[src/rtl/contador_de_vagas_if.sv]
// ----------------------------------------------------------------------------
// contador_de_vagas_if
// Bundles the sensor inputs, the clear request and the occupancy outputs of the
// parking-lot occupancy tracker. Member prefixes are written from the
// tracker's point of view: i_ members flow into it, o_ members flow out.
//
//   i_sensor_externo  external presence sensor, active-high, asynchronous
//   i_sensor_interno  internal presence sensor, active-high, asynchronous
//   i_zerar           synchronous clear of the count, active-high
//   o_ocupadas        occupied spaces
//   o_vagas_livres    capacity minus occupied spaces
//   o_cheio           high while the lot is full
//   o_entrou          1-cycle pulse when an entry is counted
//   o_saiu            1-cycle pulse when an exit is counted
//   o_erro_sequencia  1-cycle pulse on abort, underflow or overflow
//
// Modports: master drives sensors/clear (sensor front-end or bench),
//           slave is the tracker itself.
// ----------------------------------------------------------------------------
interface contador_de_vagas_if #(
    parameter int LARG = 8
);
    logic            i_sensor_externo;
    logic            i_sensor_interno;
    logic            i_zerar;
    logic [LARG-1:0] o_ocupadas;
    logic [LARG-1:0] o_vagas_livres;
    logic            o_cheio;
    logic            o_entrou;
    logic            o_saiu;
    logic            o_erro_sequencia;

    modport master (
        output i_sensor_externo,
        output i_sensor_interno,
        output i_zerar,
        input  o_ocupadas,
        input  o_vagas_livres,
        input  o_cheio,
        input  o_entrou,
        input  o_saiu,
        input  o_erro_sequencia
    );

    modport slave (
        input  i_sensor_externo,
        input  i_sensor_interno,
        input  i_zerar,
        output o_ocupadas,
        output o_vagas_livres,
        output o_cheio,
        output o_entrou,
        output o_saiu,
        output o_erro_sequencia
    );
endinterface

[src/rtl/contador_de_vagas.sv]
// ----------------------------------------------------------------------------
// contador_de_vagas
// Occupancy tracker for the parking lot. Decodes vehicle direction from the
// order in which the external (e) and internal (i) presence sensors fire:
// 10 -> 11 -> 01 -> 00 is an entry, 01 -> 11 -> 10 -> 00 is an exit. Keeps the
// number of occupied spaces, raises o_cheio at capacity (feeds the gate
// controller's lot-full input) and flags illegal sequences / stuck sensors.
//
// Ports:
//   i_clk_760hz  system clock, rising edge
//   i_reset_n    asynchronous active-low reset
//   bus          contador_de_vagas_if.slave (sensors, clear, count, pulses)
//
// Parameters:
//   CAPACIDADE      number of spaces, 1..255
//   LARG            width of count outputs, CAPACIDADE <= 2^LARG-1
//   TIMEOUT_CICLOS  max consecutive cycles in a sequence step before abort
// ----------------------------------------------------------------------------
module contador_de_vagas #(
    parameter int CAPACIDADE     = 20,
    parameter int LARG           = 8,
    parameter int TIMEOUT_CICLOS = 7600
) (
    input  logic                 i_clk_760hz,
    input  logic                 i_reset_n,
    contador_de_vagas_if.slave   bus
);

    localparam int              TW      = $clog2(TIMEOUT_CICLOS + 1);
    localparam logic [LARG-1:0] CAP     = LARG'(CAPACIDADE);
    localparam logic [TW-1:0]   TMR_MAX = TW'(TIMEOUT_CICLOS - 1);

    typedef enum logic [2:0] {
        OCIOSO,
        E1,
        E2,
        E3,
        S1,
        S2,
        S3,
        ESPERA_LIVRE
    } estado_t;

    estado_t         r_estado;
    estado_t         w_proxEstado;
    logic [TW-1:0]   r_timer;

    logic            r_extMeta;
    logic            r_extSync;
    logic            r_intMeta;
    logic            r_intSync;
    logic [1:0]      w_par;

    logic [LARG-1:0] r_ocupadas;
    logic [LARG-1:0] r_vagasLivres;
    logic            r_cheio;
    logic            r_entrou;
    logic            r_saiu;
    logic            r_erroSequencia;

    logic            w_completaEntrada;
    logic            w_completaSaida;
    logic            w_erroFsm;
    logic            w_estadoAtivo;
    logic [LARG-1:0] w_ocupadasProx;
    logic            w_entrouProx;
    logic            w_saiuProx;
    logic            w_erroConta;

    // Two-flop synchronizers: the sensors are asynchronous to the clock, so
    // the FSM only ever looks at the second stage of each chain.
    always_ff @(posedge i_clk_760hz or negedge i_reset_n) begin
        if (!i_reset_n) begin
            r_extMeta <= 1'b0;
            r_extSync <= 1'b0;
            r_intMeta <= 1'b0;
            r_intSync <= 1'b0;
        end else begin
            r_extMeta <= bus.i_sensor_externo;
            r_extSync <= r_extMeta;
            r_intMeta <= bus.i_sensor_interno;
            r_intSync <= r_intMeta;
        end
    end

    assign w_par         = {r_extSync, r_intSync};
    assign w_estadoAtivo = (r_estado != OCIOSO) && (r_estado != ESPERA_LIVRE);

    // Sequence decoder. Each sequence step accepts its own pattern (hold),
    // the next pattern (advance) or the previous one (vehicle rocking back);
    // anything else parks the FSM in ESPERA_LIVRE until the sensors clear.
    // A step held for TIMEOUT_CICLOS cycles is treated as a stuck sensor.
    always_comb begin
        w_proxEstado      = r_estado;
        w_completaEntrada = 1'b0;
        w_completaSaida   = 1'b0;
        w_erroFsm         = 1'b0;
        case (r_estado)
            OCIOSO: begin
                if (w_par == 2'b10)      w_proxEstado = E1;
                else if (w_par == 2'b01) w_proxEstado = S1;
                else if (w_par == 2'b11) w_proxEstado = ESPERA_LIVRE;
            end
            E1: begin
                if (w_par == 2'b11)      w_proxEstado = E2;
                else if (w_par == 2'b00) w_proxEstado = OCIOSO;
                else if (w_par == 2'b01) w_proxEstado = ESPERA_LIVRE;
            end
            E2: begin
                if (w_par == 2'b01)      w_proxEstado = E3;
                else if (w_par == 2'b10) w_proxEstado = E1;
                else if (w_par == 2'b00) w_proxEstado = ESPERA_LIVRE;
            end
            E3: begin
                if (w_par == 2'b00) begin
                    w_proxEstado      = OCIOSO;
                    w_completaEntrada = 1'b1;
                end
                else if (w_par == 2'b11) w_proxEstado = E2;
                else if (w_par == 2'b10) w_proxEstado = ESPERA_LIVRE;
            end
            S1: begin
                if (w_par == 2'b11)      w_proxEstado = S2;
                else if (w_par == 2'b00) w_proxEstado = OCIOSO;
                else if (w_par == 2'b10) w_proxEstado = ESPERA_LIVRE;
            end
            S2: begin
                if (w_par == 2'b10)      w_proxEstado = S3;
                else if (w_par == 2'b01) w_proxEstado = S1;
                else if (w_par == 2'b00) w_proxEstado = ESPERA_LIVRE;
            end
            S3: begin
                if (w_par == 2'b00) begin
                    w_proxEstado    = OCIOSO;
                    w_completaSaida = 1'b1;
                end
                else if (w_par == 2'b11) w_proxEstado = S2;
                else if (w_par == 2'b01) w_proxEstado = ESPERA_LIVRE;
            end
            ESPERA_LIVRE: begin
                if (w_par == 2'b00) w_proxEstado = OCIOSO;
            end
            default: w_proxEstado = OCIOSO;
        endcase

        // Timeout only fires when the decoder wants to stay put, so a
        // completion can never be lost to it.
        if (w_estadoAtivo && (w_proxEstado == r_estado) && (r_timer == TMR_MAX)) begin
            w_proxEstado = ESPERA_LIVRE;
        end

        w_erroFsm = (w_proxEstado == ESPERA_LIVRE) && (r_estado != ESPERA_LIVRE);
    end

    // State register and dwell timer; the timer restarts on every state
    // change and only runs inside an entry/exit sequence.
    always_ff @(posedge i_clk_760hz or negedge i_reset_n) begin
        if (!i_reset_n) begin
            r_estado <= OCIOSO;
            r_timer  <= '0;
        end else begin
            r_estado <= w_proxEstado;
            if (w_proxEstado != r_estado) begin
                r_timer <= '0;
            end else if (w_estadoAtivo) begin
                r_timer <= r_timer + TW'(1);
            end
        end
    end

    // Next count. Clear wins over a completion on the same edge and swallows
    // its pulse; saturation at 0 and CAPACIDADE turns the would-be wrap into
    // an error pulse instead.
    always_comb begin
        w_ocupadasProx = r_ocupadas;
        w_entrouProx   = 1'b0;
        w_saiuProx     = 1'b0;
        w_erroConta    = 1'b0;
        if (bus.i_zerar) begin
            w_ocupadasProx = '0;
        end else if (w_completaEntrada) begin
            if (r_ocupadas < CAP) begin
                w_ocupadasProx = r_ocupadas + LARG'(1);
                w_entrouProx   = 1'b1;
            end else begin
                w_erroConta = 1'b1;
            end
        end else if (w_completaSaida) begin
            if (r_ocupadas != '0) begin
                w_ocupadasProx = r_ocupadas - LARG'(1);
                w_saiuProx     = 1'b1;
            end else begin
                w_erroConta = 1'b1;
            end
        end
    end

    // Output registers. Free spaces and the full flag are derived from the
    // next count so all three move together on the same edge.
    always_ff @(posedge i_clk_760hz or negedge i_reset_n) begin
        if (!i_reset_n) begin
            r_ocupadas      <= '0;
            r_vagasLivres   <= CAP;
            r_cheio         <= 1'b0;
            r_entrou        <= 1'b0;
            r_saiu          <= 1'b0;
            r_erroSequencia <= 1'b0;
        end else begin
            r_ocupadas      <= w_ocupadasProx;
            r_vagasLivres   <= CAP - w_ocupadasProx;
            r_cheio         <= (w_ocupadasProx == CAP);
            r_entrou        <= w_entrouProx;
            r_saiu          <= w_saiuProx;
            r_erroSequencia <= w_erroFsm | w_erroConta;
        end
    end

    assign bus.o_ocupadas       = r_ocupadas;
    assign bus.o_vagas_livres   = r_vagasLivres;
    assign bus.o_cheio          = r_cheio;
    assign bus.o_entrou         = r_entrou;
    assign bus.o_saiu           = r_saiu;
    assign bus.o_erro_sequencia = r_erroSequencia;

endmodule

[src/flat_wrapper.sv]
// flat-port wrapper written by rule: the top's interface ports become plain ports
module contador_de_vagas_flat 
#(
    parameter int CAPACIDADE     = 20,
    parameter int LARG           = 8,
    parameter int TIMEOUT_CICLOS = 7600
)
  (i_clk_760hz, i_reset_n, bus_i_sensor_externo, bus_i_sensor_interno, bus_i_zerar, bus_o_ocupadas, bus_o_vagas_livres, bus_o_cheio, bus_o_entrou, bus_o_saiu, bus_o_erro_sequencia);
  contador_de_vagas_if #(.LARG(LARG)) bus_i ();
  input  logic i_clk_760hz;
  input  logic i_reset_n;
  input wire logic [$bits(bus_i.i_sensor_externo)-1:0] bus_i_sensor_externo;
  input wire logic [$bits(bus_i.i_sensor_interno)-1:0] bus_i_sensor_interno;
  input wire logic [$bits(bus_i.i_zerar)-1:0] bus_i_zerar;
  output wire logic [$bits(bus_i.o_ocupadas)-1:0] bus_o_ocupadas;
  output wire logic [$bits(bus_i.o_vagas_livres)-1:0] bus_o_vagas_livres;
  output wire logic [$bits(bus_i.o_cheio)-1:0] bus_o_cheio;
  output wire logic [$bits(bus_i.o_entrou)-1:0] bus_o_entrou;
  output wire logic [$bits(bus_i.o_saiu)-1:0] bus_o_saiu;
  output wire logic [$bits(bus_i.o_erro_sequencia)-1:0] bus_o_erro_sequencia;
  assign bus_i.i_sensor_externo = bus_i_sensor_externo;
  assign bus_i.i_sensor_interno = bus_i_sensor_interno;
  assign bus_i.i_zerar = bus_i_zerar;
  assign bus_o_ocupadas = bus_i.o_ocupadas;
  assign bus_o_vagas_livres = bus_i.o_vagas_livres;
  assign bus_o_cheio = bus_i.o_cheio;
  assign bus_o_entrou = bus_i.o_entrou;
  assign bus_o_saiu = bus_i.o_saiu;
  assign bus_o_erro_sequencia = bus_i.o_erro_sequencia;
  contador_de_vagas #(.CAPACIDADE(CAPACIDADE), .LARG(LARG), .TIMEOUT_CICLOS(TIMEOUT_CICLOS)) u_core (.i_clk_760hz(i_clk_760hz), .i_reset_n(i_reset_n), .bus(bus_i));
endmodule
[config.mk]
export PLATFORM = sky130hd
export DESIGN_NAME = contador_de_vagas_flat
export DESIGN_NICKNAME = d
export VERILOG_FILES = /design/src/rtl/contador_de_vagas_if.sv /design/src/rtl/contador_de_vagas.sv /design/src/flat_wrapper.sv
export SDC_FILE = /design/constraint.sdc
export NUM_CORES = 1
export LEC_CHECK = 0
export ABC_CLOCK_PERIOD_IN_PS = 3030
export CAP_MARGIN = 20
export CORE_MARGIN = 4
export CORE_UTILIZATION = 51
export CTS_CLUSTER_DIAMETER = 200
export DETAILED_ROUTE_END_ITERATION = 8
export PLACE_DENSITY = 0.76
export SYNTH_ARGS = -nofsm -noshare
export SYNTH_HDL_FRONTEND = slang
export SYNTH_SLANG_ARGS = --single-unit
[constraint.sdc]
create_clock -name i_clk_760hz -period 3.03 [get_ports i_clk_760hz]
set_clock_uncertainty 0.05 [all_clocks]
set_input_delay 0.303 -clock i_clk_760hz [delete_from_list [all_inputs] [get_ports i_clk_760hz]]
set_output_delay 0.303 -clock i_clk_760hz [all_outputs]
set_load 0.005 [all_outputs]
==> impl_results.md <==
- Status: finished clean
- Post-Place Setup Slack: 0.220 ns
- Share of layout cells above drive strength 1: a little over a tenth
- Core area: 0.00441 sq mm
- Final ANT Viol Nets: 0
- Max Root-Sink Buffers: 2
- Routed WL: around 5.2 mm
- Achievable Freq: 350 MHz
- Leading post-synthesis cells by cell area: dfrtp_1 39%, nor2_1 5.4%, nand2_1 3.4%
- Type of origin of the critical path: flop
- Min Clock Period, post-route: 2.86 ns
- Int Pwr: around 1.1 mW
- Num CTS Buffers: 5
- Die width: 75.8 um
- Starting Density: between 50 and 60%
- Total of max-cap violations: 0
- Fillers: 372
- Synth Net Count: 266
- Multi-input gate area: 0.00123 sq mm
- Critical Path, Cell by Cell: or3_1, or4_1, nand2_1, nor2_1, a2111o_1, ha_1, inv_1, a21oi_1, o22a_1, xnor2_1
- Final setup margin: 0.172 ns
- Area after DPL: around 0.0026 sq mm
- Vias in the first global route: 1892
- Yosys cell types: 58
- Final Max Slew Viols: 0
- Total gr overflow: 0
- DR vias: 1939
- Die footprint: between 0.005 and 0.006 sq mm
- Critical Path AT: 2.98 ns
- Largest net degree at the start of global routing: 40
- Worst-margin pin slew: 0.853 ns
- Clock Sinks: 39
- Synth top area share: 39.5%
- Most common cell after layout, fill and taps aside: dfrtp_1
- Met3 Usage GRT: between 5 and 6%
- TritonCTS clock tree: done
- Ports: 25
- CTS H-tree lvls: 2
- Psw: ~640 uW
- Most frequent cells in the layout: 37 x dfrtp_1, 33 x nor2_1, 23 x clkdlybuf4s50_1, 21 x nand2_1, 13 x inv_1
- Setup Viol. Count Final: 0
- WP buf/inv: 1
- Nets: 292
- Cts hold-fix bufs: 0
- Clk pwr share: 24.6%
- Yosys reg bits: 39
- Flop pwr share: 35.8%
- GR Layer Usage met1: 31.2%
- EDFF count, synth: 0
- Sequential fraction of the synthesis area: 41.7%
- WL per Instance: roughly 16 um
- Highest-delay cell along the critical path: or4_1
- Post-CTS setup buffer count: 0
- Root buf cell: clkbuf_8
- Area delta synth->final: 17.6%
- Synth async-reset ratio: 100%
- GRT Total Usage: about a fifth
- VDD IR max: 0.000487 V
- RSZ-0062 raised after global routing: false
- Setup Total Neg Slack: 0 ns
- Placed Instances: approximately 330
- Initial DRC count: 138
- Vias per inst: a little under 6
- Met2 Track Usage GR: 30.2%
- Cell area after layout: 0.00276 sq mm
- CP Class: reg -> reg
- WP data required: 3.16 ns
- Worst setup EP type: flop
- Pre-antenna DRT Iters: 5
- Syn Area/Cell: 9.16 sq um
- Most used routing layer: met1
- Worst path max stage delay: approximately 0.52 ns
- Leakage: 1.19 nW
- Hold Fails Final Rpt: 0
- Num rows: 24
- Pwr/cell area: 646 mW/mm^2
- CP top delay family: simple AND/OR/NAND/NOR gates
- Largest fanout on the critical path: 6
- Hold crit path type: in -> async
- Overall Power: 1.78 mW
- Initial antenna violation count: 0
- Tcrit/Tclk final: a little over nine tenths
- First-pass GRT wire length: 9.19 mm
- FF/Latch Area: 978 sq um
- I/O Buffers: 24
- Finished Layout Cells: approximately 340
- Post-synth top area cell: dfrtp_1
- Synth warn: 0
- Switching Share: a little over a third
- Top_reg_cell synth: dfrtp_1
- GPL Wtd Cong: 0.900
- Drt drc: 0
- Half-perimeter wire length after placement: 3.74 mm
- Post-Syn Area: 0.00234 sq mm
- Die Y: ~76 um
- Comb power frac: about two fifths
- Antenna diodes: 0
- Relative slew margins: between 40 and 50%
- Worst-path clk slew: 0.08 ns
- Clock Latency Late Sink: slightly below 0.3 ns
- Post-Synthesis Cells: 256
## area by class of cell
| cell class | instances | area share (%) |
|---|---|---|
| clock buffers | 5 | 2.50 |
| clock inverters | 3 | 1.59 |
| inverters | 13 | 1.77 |
| multi-input cells | 188 | 44.8 |
| flip-flops and latches | 39 | 35.5 |
| well taps | 52 | 2.36 |
| repair buffers | 35 | 11.5 |
## power by group through the flow
stage / clock network, mW / logic (mW) / registers, mW
after floorplan: 0 / 0.518 / 0.639
after global placement: 0 / 0.697 / 0.643
after detailed placement: 0 / 0.701 / 0.646
after CTS: 0.445 / 0.706 / 0.637
after global routing: 0.467 / 0.797 / 0.647
final: 0.437 / 0.706 / 0.637
## cell usage after synthesis, drive strengths merged, types with 3 or more instances
master,n
or4b,3
nor2,34
and4,3
o21ai,10
ha,5
nor4b,5
o211ai,4
xnor2,8
a31oi,3
or3,5
nand2,21
nor4,5
inv,13
clkbuf,10
nand2b,6
nor3,9
mux2i,5
nand4,3
nand3,11
buf,6
xor2,8
dfrtp,37
a21oi,6
## per-layer routing
metal | wire length (um) | up-vias
met3 | 362 | 7
li1 | - | 964
met2 | 2310 | 63
met4 | 75 | 0
met5 | 0 | -
met1 | 2500 | 905
## worst reg2reg max path, cell delays in order, from the launching register on
cell and delay [ns]:
dfrtp_1 0.43, or3_1 0.42, or4_1 0.52, nand2_1 0.16, nor2_1 0.06, a2111o_1 0.37
ha_1 0.19, inv_1 0.10, a21oi_1 0.10, o22a_1 0.23, xnor2_1 0.12
## cells by family after synthesis
logic type	synth area share, %
AO/OA/AOI/OAI	14.1
AND/OR/NAND/NOR	27.2
buffers and inverters	5.71
flip-flops	41.7
adder cells (fa/ha/maj)	2.67
XOR/XNOR	5.98
multiplexers	2.61
## timing repair
item | CTS | global route
gates resized for setup | 0 | 1
setup endpoints to repair | 0 | 1
endpoints found under the hold margin | 0 | 0
## stage by stage
| step | util (%) | hold WS [ns] |
|---|---|---|
| after global placement | 59.9 | 0.289 |
| after global routing | 62.5 | 0.136 |
| after detailed placement | 59.9 | 0.293 |
| after floorplan | - | -0.0426 |
| final | 62.5 | 0.0605 |
| after CTS | 62.4 | 0.0967 |
## flip-flops by register name, summed over array words and instances, names as in the netlist
signal                       flops
u_core.r_intSync                 1
u_core.r_intMeta                 1
u_core.bus.o_ocupadas            8
u_core.bus.o_saiu                1
u_core.r_extSync                 1
u_core.r_estado                  3
u_core.bus.o_entrou              1
u_core.r_extMeta                 1
u_core.bus.o_cheio               1
u_core.bus.o_vagas_livres        7
u_core.bus.o_erro_sequencia      1
u_core.r_timer                  13
## final timing paths
kind                                                end  slack (ns)                     start  depth (start not counted)
min in group i_clk_760hz               u_core.r_intSync        0.30          u_core.r_intMeta                          0
min reg2reg                            u_core.r_intSync        0.30          u_core.r_intMeta                          0
max in group asynchronous      u_core.bus.o_ocupadas[4]        2.33                 i_reset_n                          1
max                        u_core.bus.o_vagas_livres[6]        0.17  u_core.bus.o_ocupadas[5]                         10
max reg2reg                u_core.bus.o_vagas_livres[6]        0.17  u_core.bus.o_ocupadas[5]                         10
min                                  u_core.r_timer[11]        0.06                 i_reset_n                          1
(Power assumes the default switching activity.)
